==> src/rtl/five_stage_fetch_unit.sv <==
// Instruction fetch stage: owns the issue PC, issues tagged requests, and queues
// in-order responses for decode. Stale responses after a redirect are dropped by tag match.
module five_stage_fetch_unit #(
  parameter int CORE            = 0,
  parameter int ADDRESS_BITS    = 20,
  parameter int DATA_WIDTH      = 32,
  parameter int RESET_PC        = 0,
  parameter int BUFFER_DEPTH    = 2,
  parameter int SCAN_CYCLES_MIN = 0,
  parameter int SCAN_CYCLES_MAX = 1000
) (
  input  logic                    clock,
  input  logic                    reset,
  input  logic [1:0]              next_PC_sel,
  input  logic [ADDRESS_BITS-1:0] target_PC,
  input  logic                    i_mem_read,
  input  logic                    stall_decode,
  output logic                    fetch_request,
  output logic [ADDRESS_BITS-1:0] fetch_address_out,
  input  logic                    fetch_ready,
  input  logic                    fetch_valid,
  input  logic [ADDRESS_BITS-1:0] fetch_address_in,
  input  logic [DATA_WIDTH-1:0]   fetch_data_in,
  output logic [DATA_WIDTH-1:0]   instruction,
  output logic [ADDRESS_BITS-1:0] inst_PC,
  output logic                    inst_valid,
  output logic [ADDRESS_BITS-1:0] issue_PC,
  input  logic                    scan
);

  localparam int PTR_W = $clog2(BUFFER_DEPTH);
  localparam int OCC_W = $clog2(BUFFER_DEPTH + 1);
  localparam int CNT_W = OCC_W + 1;
  localparam logic [DATA_WIDTH-1:0] NOP = DATA_WIDTH'(32'h0000_0013);

  logic [ADDRESS_BITS-1:0] expected_pc;
  logic [OCC_W-1:0]        outstanding;
  logic [OCC_W-1:0]        occupancy;
  logic [PTR_W-1:0]        rd_ptr;
  logic [PTR_W-1:0]        wr_ptr;
  logic [ADDRESS_BITS-1:0] fifo_addr [BUFFER_DEPTH];
  logic [DATA_WIDTH-1:0]   fifo_data [BUFFER_DEPTH];

  logic             redirect;
  logic             pop;
  logic             push;
  logic             accept;
  logic             resp_taken;
  logic [CNT_W-1:0] credits_used;

  assign redirect   = (next_PC_sel != 2'b00);
  assign inst_valid = ~reset & (occupancy != '0);
  assign pop        = inst_valid & ~stall_decode & ~redirect;

  // Counting the same-cycle pop as a freed slot lets a 1-cycle memory stream at full rate.
  assign credits_used  = CNT_W'(outstanding) + CNT_W'(occupancy) - CNT_W'(pop);
  assign fetch_request = i_mem_read & ~reset & ~redirect &
                         (credits_used < CNT_W'(BUFFER_DEPTH));
  assign accept        = fetch_request & fetch_ready;

  assign resp_taken = fetch_valid & (outstanding != '0);
  assign push       = resp_taken & ~redirect & (fetch_address_in == expected_pc);

  assign fetch_address_out = issue_PC;
  assign instruction       = inst_valid ? fifo_data[rd_ptr] : NOP;
  assign inst_PC           = inst_valid ? fifo_addr[rd_ptr] : expected_pc;

  always_ff @(posedge clock) begin
    if (reset) begin
      issue_PC    <= ADDRESS_BITS'(RESET_PC);
      expected_pc <= ADDRESS_BITS'(RESET_PC);
      outstanding <= '0;
      occupancy   <= '0;
      rd_ptr      <= '0;
      wr_ptr      <= '0;
    end else begin
      case ({accept, resp_taken})
        2'b10:   outstanding <= outstanding + 1'b1;
        2'b01:   outstanding <= outstanding - 1'b1;
        default: outstanding <= outstanding;
      endcase
      if (redirect) begin
        issue_PC    <= target_PC;
        expected_pc <= target_PC;
        occupancy   <= '0;
        rd_ptr      <= '0;
        wr_ptr      <= '0;
      end else begin
        if (accept) issue_PC <= issue_PC + ADDRESS_BITS'(4);
        if (push) begin
          expected_pc <= expected_pc + ADDRESS_BITS'(4);
          wr_ptr      <= wr_ptr + 1'b1;
        end
        if (pop) rd_ptr <= rd_ptr + 1'b1;
        if (push && !pop)      occupancy <= occupancy + 1'b1;
        else if (pop && !push) occupancy <= occupancy - 1'b1;
      end
    end
  end

  always_ff @(posedge clock) begin
    if (push) begin
      fifo_addr[wr_ptr] <= fetch_address_in;
      fifo_data[wr_ptr] <= fetch_data_in;
    end
  end

`ifndef SYNTHESIS
  int cycles;

  always_ff @(posedge clock) begin
    if (reset) cycles <= 0;
    else       cycles <= cycles + 1;
    if (!reset && push && !pop && occupancy == OCC_W'(BUFFER_DEPTH))
      $error("fetch unit %0d: push into full instruction FIFO", CORE);
    if (scan && cycles >= SCAN_CYCLES_MIN && cycles <= SCAN_CYCLES_MAX)
      $display("core %0d cycle %0d issue_PC %h expected_PC %h outstanding %0d occupancy %0d inst_valid %b inst_PC %h",
               CORE, cycles, issue_PC, expected_pc, outstanding, occupancy, inst_valid, inst_PC);
  end
`endif

endmodule

==> config.mk <==
export PLATFORM = sky130hd
export DESIGN_NAME = five_stage_fetch_unit
export DESIGN_NICKNAME = d
export VERILOG_FILES = /design/src/rtl/five_stage_fetch_unit.sv
export SDC_FILE = /design/constraint.sdc
export NUM_CORES = 1
export LEC_CHECK = 0
export ABC_AREA = 1
export CAP_MARGIN = 20
export CORE_UTILIZATION = 48
export CTS_CLUSTER_DIAMETER = 200
export DETAILED_ROUTE_END_ITERATION = 8
export GPL_ROUTABILITY_DRIVEN = 0
export HOLD_SLACK_MARGIN = 0.1
export PLACE_DENSITY = 0.88
export SYNTH_ARGS = -nofsm -noshare
export SYNTH_HDL_FRONTEND = slang
export SYNTH_SLANG_ARGS = --single-unit
==> constraint.sdc <==
create_clock -name clock -period 8.7 [get_ports clock]
set_input_delay 2.175 -clock clock [delete_from_list [all_inputs] [get_ports clock]]
set_output_delay 2.175 -clock clock [all_outputs]
set_load 0.03 [all_outputs]
==> reports/metrics.csv, run 1 <==
stage,metric,value,unit
grt,overflow,0,
grt,grt_max_degree,76,
logic_synthesis,synth_cells,946,
sta,slew_headroom,33.7,%
logic_synthesis,synthArstFlopShare,0,%
grt,grt_usage,24.8,%
sta,drv_slew,0,
finish,fin_nets,1178,
hold_path,min_from,occupancy[0],
grt,grt_pass1_vias,6521,
worst_setup_path,reg2reg_to,outstanding[1],
logic_synthesis,syn-cell-area,7890,µm²
hold_path,holdPathStages,2,
sta,finalCritPeriodShare,84.5,%
logic_synthesis,ys_seq_area_share,51.0,%
route,firstDrtPassIters,6,
floorplanning,die_area,17000,µm²
logic_synthesis,synth.top_cells.by_count,"258 x nand2_1, 142 x inv_1, 104 x edfxtp_1, 90 x nor2_1, 59 x o21ai_0",
worst_setup_path,reg2reg_slack,5.46,ns
finish,area.growth.synth_to_final,30.0,%
cts,cts_max_level,4,
logic_synthesis,synth_area_leaders,"edfxtp_1 40%, nand2_1 12%, dfxtp_1 11%",
sta,finalHoldViolCount,0,
hold_path,worstHoldPathType,flip-flop to flip-flop,
logic_synthesis,synth_cell_types,34,
sta,rsz0062_at_grt,false,
sta,setup_viol,0,
route,routedWlPerCell,15.7,µm
route,drc,0,
placed_design,dp_hpwl,14.2,mm
logic_synthesis,synth_edf_count,104,
route,via_per_inst,5.28,
placed_design,dp_slack,1.35,ns
worst_setup_path,crit_cells,10,
floorplanning,io-pin-count,175,
floorplanning,rows,46,
placed_design,port_buffers,173,
logic_synthesis,synth_area_leader_cell,edfxtp_1,
cts,post_cts_buffers,0,
worst_setup_path,worst-r2r-cell-count,15,
worst_setup_path,path_buf_inv,3,
status,status,"complete, no violations",
logic_synthesis,yosysTopAreaCellShare,39.6,%
floorplanning,start_util,49.5,%
job,maxCapViolations,0,
pwr,powerDensity,173,nW/µm²
cts,cts-root-buf,clkbuf_16,
hold_path,hold_path_end,occupancy[0],
sta,fin_hold_ws,0.481,ns
worst_setup_path,crit_path_max_incr_delay,0.70,ns
worst_setup_path,cp_max_fo,10,
worst_setup_path,critPathKind,primary input to primary output,
route,drt_iter0_markers,696,
cts,worstSkewPairLatency,0.43,ns
cts,clk_pin_slew,0.06,ns
cts,cts_buffer_depth,2,
floorplanning,die_x,130,µm
worst_setup_path,critPathLaunchType,primary input,
worst_setup_path,r2r-start,occupancy[0],
cts,cts_resized,0,
cts,cts_tree,built,
cts,cts.sinks,149,
floorplanning,core,15900,µm²
sta,fin_tns_setup,0,ns
sta,timing.fmax,136,MHz
route,route.vias.total,6970,
cts,cts_hold_buf,0,
logic_synthesis,synth_warnings,0,
floorplanning,fp.dieH,130,µm
logic_synthesis,postSynthAreaPerCell,8.34,µm²
sta,period_needed,7.35,ns
cts,cts_buffers,17,
sta,layout_setup_ws,1.35,ns
pwr,finalPower,1780,µW
worst_setup_path,path_delay_family,buffers and inverters,
logic_synthesis,synth_seq_cells,149,
grt,antenna_found_initial,0,
sta,worstMarginPinSlew,0.992,ns
sta,fin_skew,0.00890,ns
pwr,irDropWorstVdd,0.149,mV
worst_setup_path,cp.required,6.53,ns
worst_setup_path,critPathArrivalTime,5.18,ns
pwr,leakage,0.00423,µW
finish,diodes,0,
route,totalWireLength,20.7,mm
route,ant_nets,0,
logic_synthesis,ys.flop_type,edfxtp_1,
finish,drive_gt1_share,8.34,%
worst_setup_path,critPathSlowestCell,clkdlybuf4s50_1,
worst_setup_path,path_cells,clkdlybuf4s50_1 -> inv_1 -> nand2_4 -> nor2_1 -> ha_1 -> or2_2 -> fa_1 -> nand4_1 -> nor2_4 -> clkdlybuf4s50_1,
grt,grt_pass1_wl,32.1,mm
worst_setup_path,crit_path_end_kind,primary output,
logic_synthesis,syn-num-nets,1034,
logic_synthesis,yosysMostFrequentCell,nand2_1,
worst_setup_path,path_common_cell,clkdlybuf4s50_1,
[worst reg2reg max path: cells and delay by family, from the launching register on]
kind	cells	cell delay, ns
compound gates	5	0.60
simple gates	5	0.92
flops	1	0.35
fa+ha+maj	3	1.07
buf+inv	2	0.19
[flip-flops by register name, indices dropped and copies added (netlist names), named ones only]
register,flops
fifo_data,64
fifo_addr,40
expected_pc,19
fetch_address_out,19
occupancy,2
outstanding,2
rd_ptr,1
wr_ptr,1
[layout by cell type, fill, tap and decap left out, types with 4 or more instances in the layout]
cell and count:
nand4_1 10, o211ai_1 26, clkbuf_16 17, buf_4 7, mux2_2 29, nand2_1 258
edfxtp_1 104, nor2_1 88, xor2_1 4, or2_2 5, ha_1 6, a21oi_1 45
nand3_1 38, clkdlybuf4s50_1 173, inv_1 142, nand3_2 8, o21ai_0 59, inv_6 4
dfxtp_1 44
[layout make-up]
class                           count  area (µm²)
Timing Repair Buffer              180        1780
Multi-Input combinational cell    599        3040
Inverter                          143         537
Fill cell                        1218        5680
Clock buffer                       18         429
Sequential cell                   149        4030
Clock inverter                     14         175
Tap cell                          216         270
[worst max path at each step]
| stage | startpoint | endpoint | slack [ns] |
|---|---|---|---|
| after floorplan | next_PC_sel[1] | fetch_request | 2.55 |
| after global placement | reset | fetch_request | 1.34 |
| after detailed placement | reset | fetch_request | 1.35 |
| after CTS | reset | fetch_request | 1.34 |
| after global routing | reset | fetch_request | 1.20 |
| final | reset | fetch_request | 1.35 |
[logic make-up after synthesis]
group	count (synthesis)	synth area share (%)
adder cells (fa/ha/maj)	7	1.20
AND/OR/NAND/NOR	421	22.6
AO/OA/AOI/OAI	138	9.75
buffers and inverters	198	10.9
multiplexers	29	4.14
XOR/XNOR	4	0.444
flip-flops	149	51.0
[stage by stage]
| stage | std cells | cell area (µm²) | utilization (%) |
|---|---|---|---|
| 6_report | 1319 | 10300 | 64.4 |
| 5_1_grt | 1319 | 10300 | 64.4 |
| 4_1_cts | 1319 | 10300 | 64.4 |
| 3_5_place_dp | 1287 | 9660 | 60.6 |
| 3_3_place_gp | 1287 | 9660 | 60.6 |
| 2_1_floorplan | 946 | 7890 | - |
[power breakdown]
| group | internal, µW | switching, µW | leakage [µW] |
|---|---|---|---|
| combinational | 97.3 | 133 | 0.00263 |
| clock | 454 | 300 | 0.000289 |
| sequential | 771 | 21.4 | 0.00131 |
[layer usage]
layer	vias up	global-route usage (%)	part of all wire [%]
li1	3342	-	-
met1	3253	30.6	40
met2	342	42.4	48
met3	33	5.90	10
met4	0	8.69	1.9
met5	-	0	0
(Power assumes the default switching activity.)
==> run 2, diff against run 1 <==
==> constraint.sdc (replaced) <==
create_clock -name clock -period 7 [get_ports clock]
set_input_delay 1.75 -clock clock [delete_from_list [all_inputs] [get_ports clock]]
set_output_delay 1.75 -clock clock [all_outputs]
set_load 0.03 [all_outputs]
==> reports/metrics.csv, run 2 (synthesis gave the netlist of run 1 again) <==
stage,metric,value,unit,change
finish,diodes,0,,unchanged
worst_setup_path,path_cells,clkdlybuf4s50_1 -> a21oi_4 -> buf_4 -> nand2_1 -> inv_1 -> clkdlybuf4s50_1,,was clkdlybuf4s50_1 -> inv_1 -> nand2_4 -> nor2_1 -> ha_1 -> or2_2 -> fa_1 -> nand4_1 -> nor2_4 -> clkdlybuf4s50_1
sta,finalHoldViolCount,0,,unchanged
sta,drv_slew,0,,unchanged
floorplanning,die_area,17000,µm²,unchanged
hold_path,worstHoldPathType,flip-flop to flip-flop,,unchanged
finish,reg.largest.list,"fifo_data: 64 flops, fifo_addr: 40 flops",,unchanged
route,drt_iter0_markers,540,,was 696
cts,cts-root-buf,clkbuf_16,,unchanged
worst_setup_path,critPathSlowestCell,a21oi_4,,was clkdlybuf4s50_1
cts,cts_buffer_depth,2,,unchanged
sta,setup_viol,0,,unchanged
grt,grt_pass1_wl,31.9,mm,was 32.1 mm
cts,cts.sinks,149,,unchanged
worst_setup_path,critPathArrivalTime,4.27,ns,was 5.18 ns
route,drc,0,,unchanged
grt,overflow,0,,unchanged
route,route.vias.total,6807,,was 6970
cts,cts_hold_buf,0,,unchanged
sta,fin_skew,0.00851,ns,was 0.00890 ns
worst_setup_path,path_buf_inv,4,,was 3
route,met1_length,8.19,mm,was 8.29 mm
placed_design,post-place-cells,1288,,was 1287
finish,drive_gt1_share,8.51,%,was 8.34%
finish,final_common_cell,nand2_1,,unchanged
grt,grt_usage,24.5,%,was 24.8%
worst_setup_path,critPathKind,primary input to primary output,,unchanged
finish,mostFrequentLayoutCells,"258 x nand2_1, 172 x clkdlybuf4s50_1, 142 x inv_1, 104 x edfxtp_1, 88 x nor2_1",,"was 258 x nand2_1, 173 x clkdlybuf4s50_1, 142 x inv_1, 104 x edfxtp_1, 88 x nor2_1"
route,firstDrtPassIters,6,,unchanged
route,ant_nets,0,,unchanged
route,totalWireLength,19.9,mm,was 20.7 mm
cts,post_cts_buffers,0,,unchanged
floorplanning,fp.dieH,130,µm,unchanged
sta,fin_tns_setup,0,ns,unchanged
worst_setup_path,path_common_cell,clkdlybuf4s50_1,,unchanged
pwr,powerDensity,208,nW/µm²,was 173 nW/µm²
cts,cts_max_level,4,,unchanged
floorplanning,rows,46,,unchanged
grt,grt_pass1_vias,6504,,was 6521
cts,cts_tree,built,,unchanged
sta,period_needed,6.02,ns,
sta,slew_headroom,34.7,%,was 33.7%
status,status,"complete, no violations",,unchanged
finish,largest_register_ff_count,64,,unchanged
placed_design,placed_area,9670,µm²,was 9660 µm²
sta,timing.fmax,166,MHz,
grt,antenna_found_initial,0,,unchanged
finish,design_area,10200,µm²,was 10300 µm²
job,maxCapViolations,0,,unchanged
cts,cts_resized,0,,unchanged
sta,worstMarginPinSlew,0.977,ns,was 0.992 ns
floorplanning,die_x,130,µm,unchanged
pwr,leakage,0.00422,µW,was 0.00423 µW
route,met2_length,9.24,mm,was 9.90 mm
cts,cts_buffers,17,,unchanged
placed_design,dp_hpwl,14.2,mm,about the same
finish,final_cells,1320,,was 1319
pwr,irDropWorstVdd,0.178,mV,was 0.149 mV
floorplanning,core,15900,µm²,unchanged
finish,area.growth.synth_to_final,29.6,%,was 30.0%
grt,grt_max_degree,64,,was 76
route,via_per_inst,5.16,,was 5.28
route,top_layer_used,met4,,unchanged
finish,fin_nets,1179,,was 1178
worst_setup_path,path_delay_family,buffers and inverters,,unchanged
worst_setup_path,cp_max_fo,42,,was 10
worst_setup_path,crit_path_end_kind,primary output,,unchanged
floorplanning,start_util,49.5,%,unchanged
route,routedWlPerCell,15.1,µm,was 15.7 µm
worst_setup_path,cp.required,5.25,ns,was 6.53 ns
floorplanning,io-pin-count,175,,unchanged
finish,postLayoutCoreUtil,64.2,%,was 64.4%
worst_setup_path,critPathLaunchType,primary input,,unchanged
placed_design,port_buffers,173,,unchanged
sta,rsz0062_at_grt,false,,unchanged
worst_setup_path,crit_path_max_incr_delay,0.78,ns,was 0.70 ns
route,dr_wl_met3,2.10,mm,was 2.11 mm
sta,finalCritPeriodShare,86.0,%,
finish,regMostFlops,fifo_data,,unchanged
cts,worstSkewPairLatency,0.43,ns,about the same
cts,clk_pin_slew,0.05,ns,was 0.06 ns
## run 2: cell types whose count changed in the layout (fill, tap and decap cells not counted), sizes merged
cell and change:
clkbuf -1, bufinv -2, clkdlybuf4s50 -1, buf +2, clkinv +3
## run 2: worst paths after layout
check        slack [ns]    startpoint  cells after the start              end
max                0.98         reset                      6  instruction[20]
max reg2reg        3.66  occupancy[0]                     15   outstanding[1]
min reg2reg        0.48  occupancy[0]                      2     occupancy[0]
min                0.48  occupancy[0]                      2     occupancy[0]
## run 2: where the power goes
group	leakage, µW	total [µW]	internal [µW]	switching, µW
Clock	0.000269	855	489	366
Sequential	0.00131	984	958	26.2
Combinational	0.00264	284	121	162
## run 2: final cells by class
cell class | count | area [µm²]
Clock buffer | 17 | 425
Clock inverter | 15 | 129
Fill cell | 1242 | 5720
Inverter | 143 | 537
Multi-Input combinational cell | 599 | 3040
Sequential cell | 149 | 4030
Tap cell | 216 | 270
Timing Repair Buffer | 181 | 1800
## run 2: metal layers
layer  GRT usage (%)  up-vias
li1                -     3346
met1            30.1     3119
met2            41.1      310
met3            7.18       32
met4            8.41        0
met5               0        -
## run 2: tightest hold or removal path, cell delays in order (launching register included)
cell	delay, ns
dfxtp_1	0.32
nand2_1	0.06
a21oi_1	0.05
## run 2: through the flow
step | worst slack (ns) | total power (µW) | hold slack (ns)
finish | 0.983 | 2120 | 0.484
global route | 0.835 | 2200 | 0.526
CTS | 0.986 | 2130 | 0.481
detailed placement | 0.988 | 1280 | 0.469
global placement | 1.01 | 1280 | 0.460
floorplan | 1.70 | 1160 | 0.451
==> run 3, diff against run 2 <==
--- a/config.mk
+++ b/config.mk
@@ -13,6 +13,7 @@
 export GPL_ROUTABILITY_DRIVEN = 0
 export HOLD_SLACK_MARGIN = 0.1
 export PLACE_DENSITY = 0.88
+export SKIP_CTS_REPAIR_TIMING = 1
 export SYNTH_ARGS = -nofsm -noshare
 export SYNTH_HDL_FRONTEND = slang
 export SYNTH_SLANG_ARGS = --single-unit
==> results of run 3 <==
Same layout as run 2: the final DEF is identical, and so are final timing and power.
